--- src/rtl/trace_order_monitor.sv ---
// trace_order_monitor
//
// Taps the same character stream that feeds cpu_checker and captures the
// decimal time field of each record ("^<time>@"). When cpu_checker reports a
// finished record through format_type, the record is committed as a register
// record (1) or a memory record (2). Format code 3 is handled like 0. The block
// keeps a count of each record type and checks that committed times never go
// backwards.
//
// Configuration macro:
//   TRACE_ORDER_STRICT_EN - when defined, a committed time equal to the
//                           previous one also counts as an order violation.
//
// Ports:
//   clk          system clock, rising edge
//   reset        synchronous, active-low reset
//   char         ASCII character, sampled on every edge
//   format_type  record classification from cpu_checker
//   reg_cnt      committed register records (saturating)
//   mem_cnt      committed memory records (saturating)
//   last_time    time of the most recent committed record that had a valid time
//   order_err    sticky flag, set by the first time-order violation
//   err_time     offending time captured at the first violation
//   time_ovf     sticky flag, set when a time field saturated
//   dbg_state_o  current capture FSM state, for observation only
//
// Handshake: there is no valid/ready pair. Every edge with reset==1 consumes
// one character, and format_type 1 or 2 at an edge is a single-cycle commit
// strobe. Every registered output shows the effect one cycle after the edge
// that sampled the cause.

module trace_order_monitor #(
  parameter int CNT_W  = 16,
  parameter int TIME_W = 32
) (
  input  logic              clk,
  input  logic              reset,
  input  logic [7:0]        char,
  input  logic [1:0]        format_type,
  output logic [CNT_W-1:0]  reg_cnt,
  output logic [CNT_W-1:0]  mem_cnt,
  output logic [TIME_W-1:0] last_time,
  output logic              order_err,
  output logic [TIME_W-1:0] err_time,
  output logic              time_ovf,
  output logic [1:0]        dbg_state_o
);

  localparam int EXT_W = TIME_W + 4;

  typedef enum logic [1:0] {
    ST_IDLE = 2'd0,
    ST_TIME = 2'd1,
    ST_DONE = 2'd2
  } state_e;

  state_e state_q, state_d;

  logic [TIME_W-1:0] acc_q, acc_d;
  logic [3:0]        ndig_q, ndig_d;
  logic [TIME_W-1:0] pend_time_q, pend_time_d;
  logic              pend_valid_q, pend_valid_d;
  logic              have_last_q, have_last_d;
  logic [CNT_W-1:0]  reg_cnt_q, reg_cnt_d;
  logic [CNT_W-1:0]  mem_cnt_q, mem_cnt_d;
  logic [TIME_W-1:0] last_time_q, last_time_d;
  logic              order_err_q, order_err_d;
  logic [TIME_W-1:0] err_time_q, err_time_d;
  logic              time_ovf_q, time_ovf_d;

  // Character decode
  logic is_caret, is_at, is_digit;
  assign is_caret = (char == 8'h5E);
  assign is_at    = (char == 8'h40);
  assign is_digit = (char >= 8'h30) && (char <= 8'h39);

  // The wider accumulator lets the multiply-add run without wrapping, so an
  // overflow past TIME_W bits can be detected and clamped.
  logic [EXT_W-1:0] acc_ext;
  logic             acc_sat;
  assign acc_ext = ({4'b0000, acc_q} * EXT_W'(10)) + EXT_W'(char[3:0]);
  assign acc_sat = (acc_ext > {4'b0000, {TIME_W{1'b1}}});

  logic commit;
  assign commit = (format_type == 2'd1) || (format_type == 2'd2);

  logic violation;
`ifdef TRACE_ORDER_STRICT_EN
  assign violation = have_last_q && (pend_time_q <= last_time_q);
`else
  assign violation = have_last_q && (pend_time_q < last_time_q);
`endif

  // State register
  always_ff @(posedge clk) begin
    if (!reset) begin
      state_q <= ST_IDLE;
    end else begin
      state_q <= state_d;
    end
  end

  // Next-state logic. A caret restarts capture from any state.
  always_comb begin
    state_d = state_q;
    if (is_caret) begin
      state_d = ST_TIME;
    end else if (state_q == ST_TIME) begin
      if (is_digit) begin
        state_d = ST_TIME;
      end else if (is_at) begin
        state_d = (ndig_q != 4'd0) ? ST_DONE : ST_IDLE;
      end else begin
        state_d = ST_IDLE;
      end
    end
  end

  // Output / datapath logic
  always_comb begin
    acc_d        = acc_q;
    ndig_d       = ndig_q;
    pend_time_d  = pend_time_q;
    pend_valid_d = pend_valid_q;
    have_last_d  = have_last_q;
    reg_cnt_d    = reg_cnt_q;
    mem_cnt_d    = mem_cnt_q;
    last_time_d  = last_time_q;
    order_err_d  = order_err_q;
    err_time_d   = err_time_q;
    time_ovf_d   = time_ovf_q;

    // The commit reads only the pre-edge pending values. Any capture update
    // below is applied afterwards, so a time closed by "@" on the same edge
    // stays pending for the next commit.
    if (commit) begin
      if (format_type == 2'd1) begin
        if (reg_cnt_q != {CNT_W{1'b1}}) reg_cnt_d = reg_cnt_q + CNT_W'(1);
      end else begin
        if (mem_cnt_q != {CNT_W{1'b1}}) mem_cnt_d = mem_cnt_q + CNT_W'(1);
      end
      if (pend_valid_q) begin
        if (violation && !order_err_q) begin
          order_err_d = 1'b1;
          err_time_d  = pend_time_q;
        end
        last_time_d = pend_time_q;
        have_last_d = 1'b1;
      end
      pend_valid_d = 1'b0;
    end

    if (is_caret) begin
      acc_d        = '0;
      ndig_d       = 4'd0;
      pend_valid_d = 1'b0;
    end else if (state_q == ST_TIME) begin
      if (is_digit) begin
        if (acc_sat) begin
          acc_d      = {TIME_W{1'b1}};
          time_ovf_d = 1'b1;
        end else begin
          acc_d = acc_ext[TIME_W-1:0];
        end
        if (ndig_q != 4'hF) ndig_d = ndig_q + 4'd1;
      end else if (is_at) begin
        if (ndig_q != 4'd0) begin
          pend_time_d  = acc_q;
          pend_valid_d = 1'b1;
        end
      end else begin
        // A malformed field never becomes pending.
        pend_valid_d = 1'b0;
      end
    end
  end

  // Datapath registers
  always_ff @(posedge clk) begin
    if (!reset) begin
      acc_q        <= '0;
      ndig_q       <= 4'd0;
      pend_time_q  <= '0;
      pend_valid_q <= 1'b0;
      have_last_q  <= 1'b0;
      reg_cnt_q    <= '0;
      mem_cnt_q    <= '0;
      last_time_q  <= '0;
      order_err_q  <= 1'b0;
      err_time_q   <= '0;
      time_ovf_q   <= 1'b0;
    end else begin
      acc_q        <= acc_d;
      ndig_q       <= ndig_d;
      pend_time_q  <= pend_time_d;
      pend_valid_q <= pend_valid_d;
      have_last_q  <= have_last_d;
      reg_cnt_q    <= reg_cnt_d;
      mem_cnt_q    <= mem_cnt_d;
      last_time_q  <= last_time_d;
      order_err_q  <= order_err_d;
      err_time_q   <= err_time_d;
      time_ovf_q   <= time_ovf_d;
    end
  end

  assign reg_cnt     = reg_cnt_q;
  assign mem_cnt     = mem_cnt_q;
  assign last_time   = last_time_q;
  assign order_err   = order_err_q;
  assign err_time    = err_time_q;
  assign time_ovf    = time_ovf_q;
  assign dbg_state_o = state_q;

endmodule

--- config.mk ---
export PLATFORM = sky130hd
export DESIGN_NAME = trace_order_monitor
export DESIGN_NICKNAME = d
export VERILOG_FILES = /design/src/rtl/trace_order_monitor.sv
export SDC_FILE = /design/constraint.sdc
export NUM_CORES = 1
export LEC_CHECK = 0
export BUFFER_PORTS_ARGS = -buffer_cell sky130_fd_sc_hd__buf_2
export CAP_MARGIN = 5
export CORE_MARGIN = 4
export CORE_UTILIZATION = 55
export CTS_CLUSTER_SIZE = 24
export DETAILED_ROUTE_END_ITERATION = 10
export HOLD_SLACK_MARGIN = 0.12
export MAX_ROUTING_LAYER = met4
export PLACE_DENSITY_LB_ADDON = 0.15
export SETUP_SLACK_MARGIN = 0.2
export SLEW_MARGIN = 20
export SYNTH_ARGS = -nofsm -noshare
export SYNTH_HDL_FRONTEND = slang
export SYNTH_SLANG_ARGS = --single-unit
--- constraint.sdc ---
create_clock -name clk -period 4.35 [get_ports clk]
set_clock_uncertainty 0.2 [all_clocks]
set_input_delay 0.2175 -clock clk [delete_from_list [all_inputs] [get_ports clk]]
set_output_delay 0.2175 -clock clk [all_outputs]
set_load 0.01 [all_outputs]
==> metrics.txt <==
# TYPE chip_impl_metric gauge
chip_impl_info{name="outcome",value="finished, final reports clean"} 1
chip_impl_metric{name="globalRouteOverflowTotal",unit=""} 0
chip_impl_metric{name="clkTransAtPathRegs",unit="ns"} 0.07
chip_impl_metric{name="die_h",unit="microns"} 151
chip_impl_info{name="slowest_stage_cell_crit_path",value="sky130_fd_sc_hd__a2111o_1"} 1
chip_impl_metric{name="tritoncts_num_sinks",unit=""} 170
chip_impl_metric{name="initial_core_util",unit=""} 0.567
chip_impl_metric{name="clockPowerShare",unit=""} 0.485
chip_impl_metric{name="ir_worst_vdd",unit="uV"} 212
chip_impl_info{name="hold_path_startpoint",value="char[7]"} 1
chip_impl_info{name="min-delay-path-class",value="in -> reg"} 1
chip_impl_metric{name="postSynthCellCount",unit=""} 1383
chip_impl_metric{name="synth.ff_latch_count",unit=""} 170
chip_impl_metric{name="synth_cell_area",unit="sq mm"} 0.0112
chip_impl_info{name="cts_root_buffer",value="sky130_fd_sc_hd__clkbuf_16"} 1
chip_impl_metric{name="r2r_cells",unit=""} 16
chip_impl_metric{name="post-route-drc-count",unit=""} 0
chip_impl_metric{name="grt_start_max_net_pins",unit=""} 101
chip_impl_metric{name="number_of_enable_type_register_cells_in_the_synthesized_netlist",unit=""} 0
chip_impl_metric{name="setup_viol_count_final",unit=""} 0
chip_impl_info{name="tritoncts",value="yes"} 1
chip_impl_info{name="netlist_top_cells_count",value="sky130_fd_sc_hd__nand2_1, sky130_fd_sc_hd__dfxtp_1, sky130_fd_sc_hd__ha_1, sky130_fd_sc_hd__a21boi_0, sky130_fd_sc_hd__clkbuf_1"} 1
chip_impl_metric{name="average_detailed_routed_wire_length_per_instance",unit="microns"} 17.0
chip_impl_metric{name="setup.reg_to_reg.worst_slack",unit="ns"} 0.21
chip_impl_metric{name="num_io_pins",unit=""} 112
chip_impl_metric{name="path_max_fanout",unit=""} 6
chip_impl_metric{name="power.share.switching",unit=""} 0.227
chip_impl_metric{name="finalCriticalPeriod",unit="ns"} 4.14
chip_impl_metric{name="synth_async_reset_ratio",unit=""} 0
chip_impl_metric{name="final_max_slew_viol_count",unit=""} 0
chip_impl_metric{name="max_freq",unit="GHz"} 0.242
chip_impl_metric{name="clk_latency",unit="ns"} 0.43
chip_impl_metric{name="drv.max_cap_violation_count",unit=""} 0
chip_impl_metric{name="synth.area.mux_share",unit=""} 0.00291
chip_impl_metric{name="areaGrowthSynthToFinish",unit="%"} 18.0
chip_impl_metric{name="cellPowerDensity",unit="mW/mm^2"} 241
chip_impl_metric{name="synth-xor-area-share",unit=""} 0.0510
chip_impl_metric{name="yosysTopAreaCellShare",unit=""} 0.305
chip_impl_info{name="worstHoldEndpoint",value="ndig_q[3]"} 1
chip_impl_metric{name="grt_pass1_vias",unit=""} 9498
chip_impl_metric{name="htree_num_levels",unit=""} 4
chip_impl_metric{name="num_vias",unit=""} 10500
chip_impl_metric{name="via_per_inst",unit=""} 6.00
chip_impl_metric{name="chipWidth",unit="microns"} 151
chip_impl_info{name="critical_path_class",value="reg -> reg"} 1
chip_impl_metric{name="drt_iter0_drc",unit=""} 772
chip_impl_metric{name="timing.final.hold_violations",unit=""} 0
chip_impl_metric{name="totalWireLength",unit="mm"} 29.8
chip_impl_metric{name="cellInternalPower",unit="uW"} 2460
chip_impl_metric{name="switching_power",unit="uW"} 721
chip_impl_metric{name="initial_antenna_violation_count",unit=""} 0
chip_impl_metric{name="relSlewSlack",unit=""} 0.296
chip_impl_metric{name="drtAntennaViolNets",unit=""} 0
chip_impl_info{name="combinational_family_with_the_most_area_after_synthesis",value="compound AO/OA/AOI/OAI gates"} 1
chip_impl_metric{name="place_inst",unit=""} 1696
chip_impl_info{name="timing.critical_path.from",value="acc_q[3]"} 1
chip_impl_info{name="postSynth.topFlopCell",value="sky130_fd_sc_hd__dfxtp_1"} 1
chip_impl_metric{name="tightest_slew",unit="ns"} 1.05
chip_impl_metric{name="synth_adder_area_share",unit=""} 0.116
chip_impl_metric{name="std_cell_rows",unit=""} 51
chip_impl_info{name="synth.area.top_cells",value="sky130_fd_sc_hd__dfxtp_1, sky130_fd_sc_hd__ha_1, sky130_fd_sc_hd__nand2_1, sky130_fd_sc_hd__a21boi_0, sky130_fd_sc_hd__xnor2_1"} 1
chip_impl_info{name="synth.largest_area_cell",value="sky130_fd_sc_hd__dfxtp_1"} 1
chip_impl_metric{name="synth_fp_nets",unit=""} 1497
chip_impl_info{name="reg2reg_to",value="acc_q[16]"} 1
chip_impl_metric{name="cts_made_buffers",unit=""} 17
chip_impl_metric{name="grt_pass1_wl",unit="mm"} 47.7
chip_impl_metric{name="synth_sequential_area_ratio",unit=""} 0.305
chip_impl_metric{name="fin_total_pwr",unit="uW"} 3180
chip_impl_metric{name="avgSynthCellArea",unit="sq um"} 8.08
chip_impl_metric{name="min_period_over_period",unit=""} 0.952
chip_impl_info{name="critical_path.cell_chain",value="ha_4 -> ha_4 -> inv_2 -> fa_2 -> nand2b_4 -> a21bo_4 -> a2111o_1 -> and3b_2 -> nor4_4 -> nand4b_4 -> nor4b_4 -> nand4_2 -> mux2i_4 -> buf_6 -> clkbuf_16 -> a31oi_1"} 1
chip_impl_metric{name="finish.net_count",unit=""} 1591
chip_impl_metric{name="detail_route.first_pass.iterations",unit=""} 5
chip_impl_metric{name="worstPathRequired",unit="ns"} 4.49
chip_impl_metric{name="gp_routability_congestion",unit=""} 0.932
chip_impl_info{name="yosys.cell_count.top_type",value="sky130_fd_sc_hd__nand2_1"} 1
chip_impl_metric{name="num-fill-cells",unit=""} 1679
chip_impl_metric{name="hold_path_depth",unit=""} 5
chip_impl_metric{name="final-seq-area",unit="sq mm"} 0.00341
chip_impl_info{name="crit_path_end_kind",value="flop"} 1
chip_impl_metric{name="final-instance-count-excl-fill",unit=""} 1754
chip_impl_info{name="rsz0062_at_grt",value="true"} 1
chip_impl_metric{name="setup_tns_final",unit="ns"} 0
chip_impl_info{name="cp-start-kind",value="flop"} 1
chip_impl_metric{name="port_buffers",unit=""} 111
chip_impl_metric{name="area_of_the_multi_input_gates",unit="sq mm"} 0.00758
chip_impl_info{name="reg2reg_from",value="acc_q[3]"} 1
chip_impl_metric{name="globalRouteTotalUtil",unit=""} 0.263
chip_impl_metric{name="sequential_power_share",unit=""} 0.490
chip_impl_metric{name="synth.lib_cells_used.distinct",unit=""} 74
chip_impl_metric{name="max_stage_delay",unit="ns"} 0.44
chip_impl_metric{name="fp.coreArea",unit="sq mm"} 0.0197
chip_impl_metric{name="clock_path_buffers",unit=""} 2
chip_impl_metric{name="final_layout_size_suffix_gt1_frac",unit=""} 0.175
chip_impl_metric{name="leakagePower",unit="uW"} 0.00567
chip_impl_metric{name="synth-warning-count",unit=""} 0
chip_impl_metric{name="combinationalPowerShare",unit=""} 0.025
chip_impl_metric{name="detailed_placement_hpwl",unit="mm"} 20.9
chip_impl_metric{name="floorplan.die_area",unit="sq mm"} 0.0227
chip_impl_metric{name="synth_compound_gate_area_share",unit=""} 0.246
chip_impl_metric{name="synth_area_in_simple_gates",unit=""} 0.230
chip_impl_metric{name="num_antenna_cells",unit=""} 0
chip_impl_metric{name="worst_ep_arrival_time",unit="ns"} 4.28
chip_impl_info{name="critical_path.most_common_cell",value="sky130_fd_sc_hd__ha_4"} 1
[routing by layer]
layer / global-route usage / routed length [microns]
met1: 0.353 / 13900
met4: 0.0677 / 591
met2: 0.422 / 14000
met3: 0.0343 / 1380
met5: - / 0
[layout by cell type, fill, tap and decap left out, drive strengths merged, types with 4 or more instances in the layout]
| master | n |
|---|---|
| inv | 57 |
| o21a | 4 |
| buf | 152 |
| a211oi | 10 |
| clkinv | 4 |
| nand3 | 50 |
| a21boi | 79 |
| nor4 | 11 |
| o221ai | 32 |
| xor2 | 20 |
| nor2b | 6 |
| o21ai | 75 |
| a31oi | 36 |
| xnor2 | 45 |
| nand2 | 226 |
| a31o | 4 |
| ha | 100 |
| nor2 | 67 |
| or2 | 5 |
| a21oi | 44 |
| clkbuf | 20 |
| nand4 | 60 |
| o211ai | 5 |
| nand2b | 8 |
| and3 | 9 |
| a21o | 37 |
| dlygate4sd3 | 9 |
| a41o | 32 |
| nor3 | 17 |
| dfxtp | 170 |
| and2 | 28 |
| nand4b | 5 |
| or3 | 11 |
[flip-flops by register name, indices dropped and copies added (netlist names), 2 cells and up]
signal       count
acc_q           32
dbg_state_o      2
err_time        32
last_time       32
mem_cnt         16
ndig_q           4
pend_time_q     32
reg_cnt         16
[metrics by stage]
step | hold WS [ns] | utilization | instance area [sq um] | setup WS, ns
4_1_cts | 0.124 | 0.647 | 12800 | 0.213
6_report | 0.172 | 0.668 | 13200 | 0.210
2_1_floorplan | 0.190 | - | 11200 | 0.407
3_5_place_dp | 0.256 | 0.606 | 12000 | 0.118
3_3_place_gp | 0.248 | 0.606 | 12000 | 0.203
5_1_grt | 0.216 | 0.668 | 13200 | 0.0304
[timing repair]
action / CTS / global route
setup endpoints to repair: 33 / 33
pin swaps: 6 / 14
endpoints found under the hold margin: 63 / 0
gates cloned: 1 / 2
gates resized for setup: 8 / 56
hold buffers: 9 / 0
setup buffers: 6 / 9
[worst max path at each step]
stage	endpoint	slack [ns]	cells after the start
floorplan	acc_q[11]	0.41	15
global placement	acc_q[7]	0.20	15
CTS	acc_q[24]	0.21	14
finish	acc_q[16]	0.21	16
detailed placement	acc_q[3]	0.12	15
global route	acc_q[12]	0.03	16
[kinds of logic (layout without fill, tap and decap cells)]
logic type	after synthesis	count (layout)
compound gates	386	386
simple gates	519	519
flops	170	170
xor+xnor	65	65
mux	2	2
fa+ha+maj	102	102
buf+inv	139	245
[area by class of cell]
| type | instances | area share |
|---|---|---|
| clock inverter | 13 | 0.0119 |
| multi-input combinational | 1074 | 0.575 |
| clock buffer | 18 | 0.0333 |
| tap | 265 | 0.0252 |
| timing repair buffer | 163 | 0.0809 |
| inverter | 51 | 0.0145 |
| sequential | 170 | 0.259 |
[power groups by stage]
stage | registers [uW] | clock network, uW | logic, uW
global placement | 1600 | 0 | 70.6
floorplan | 1600 | 0 | 50.6
detailed placement | 1600 | 0 | 72.5
global route | 1560 | 1620 | 86.3
finish | 1560 | 1540 | 79.2
CTS | 1560 | 1560 | 76.6
[critical path, delay by kind of cell (launching register included)]
kind | cells | cell delay, ns
simple gates | 6 | 1.32
compound gates | 3 | 0.83
fa+ha+maj | 3 | 0.76
flops | 1 | 0.37
buf+inv | 3 | 0.33
mux | 1 | 0.25
(Power assumes the default switching activity.)
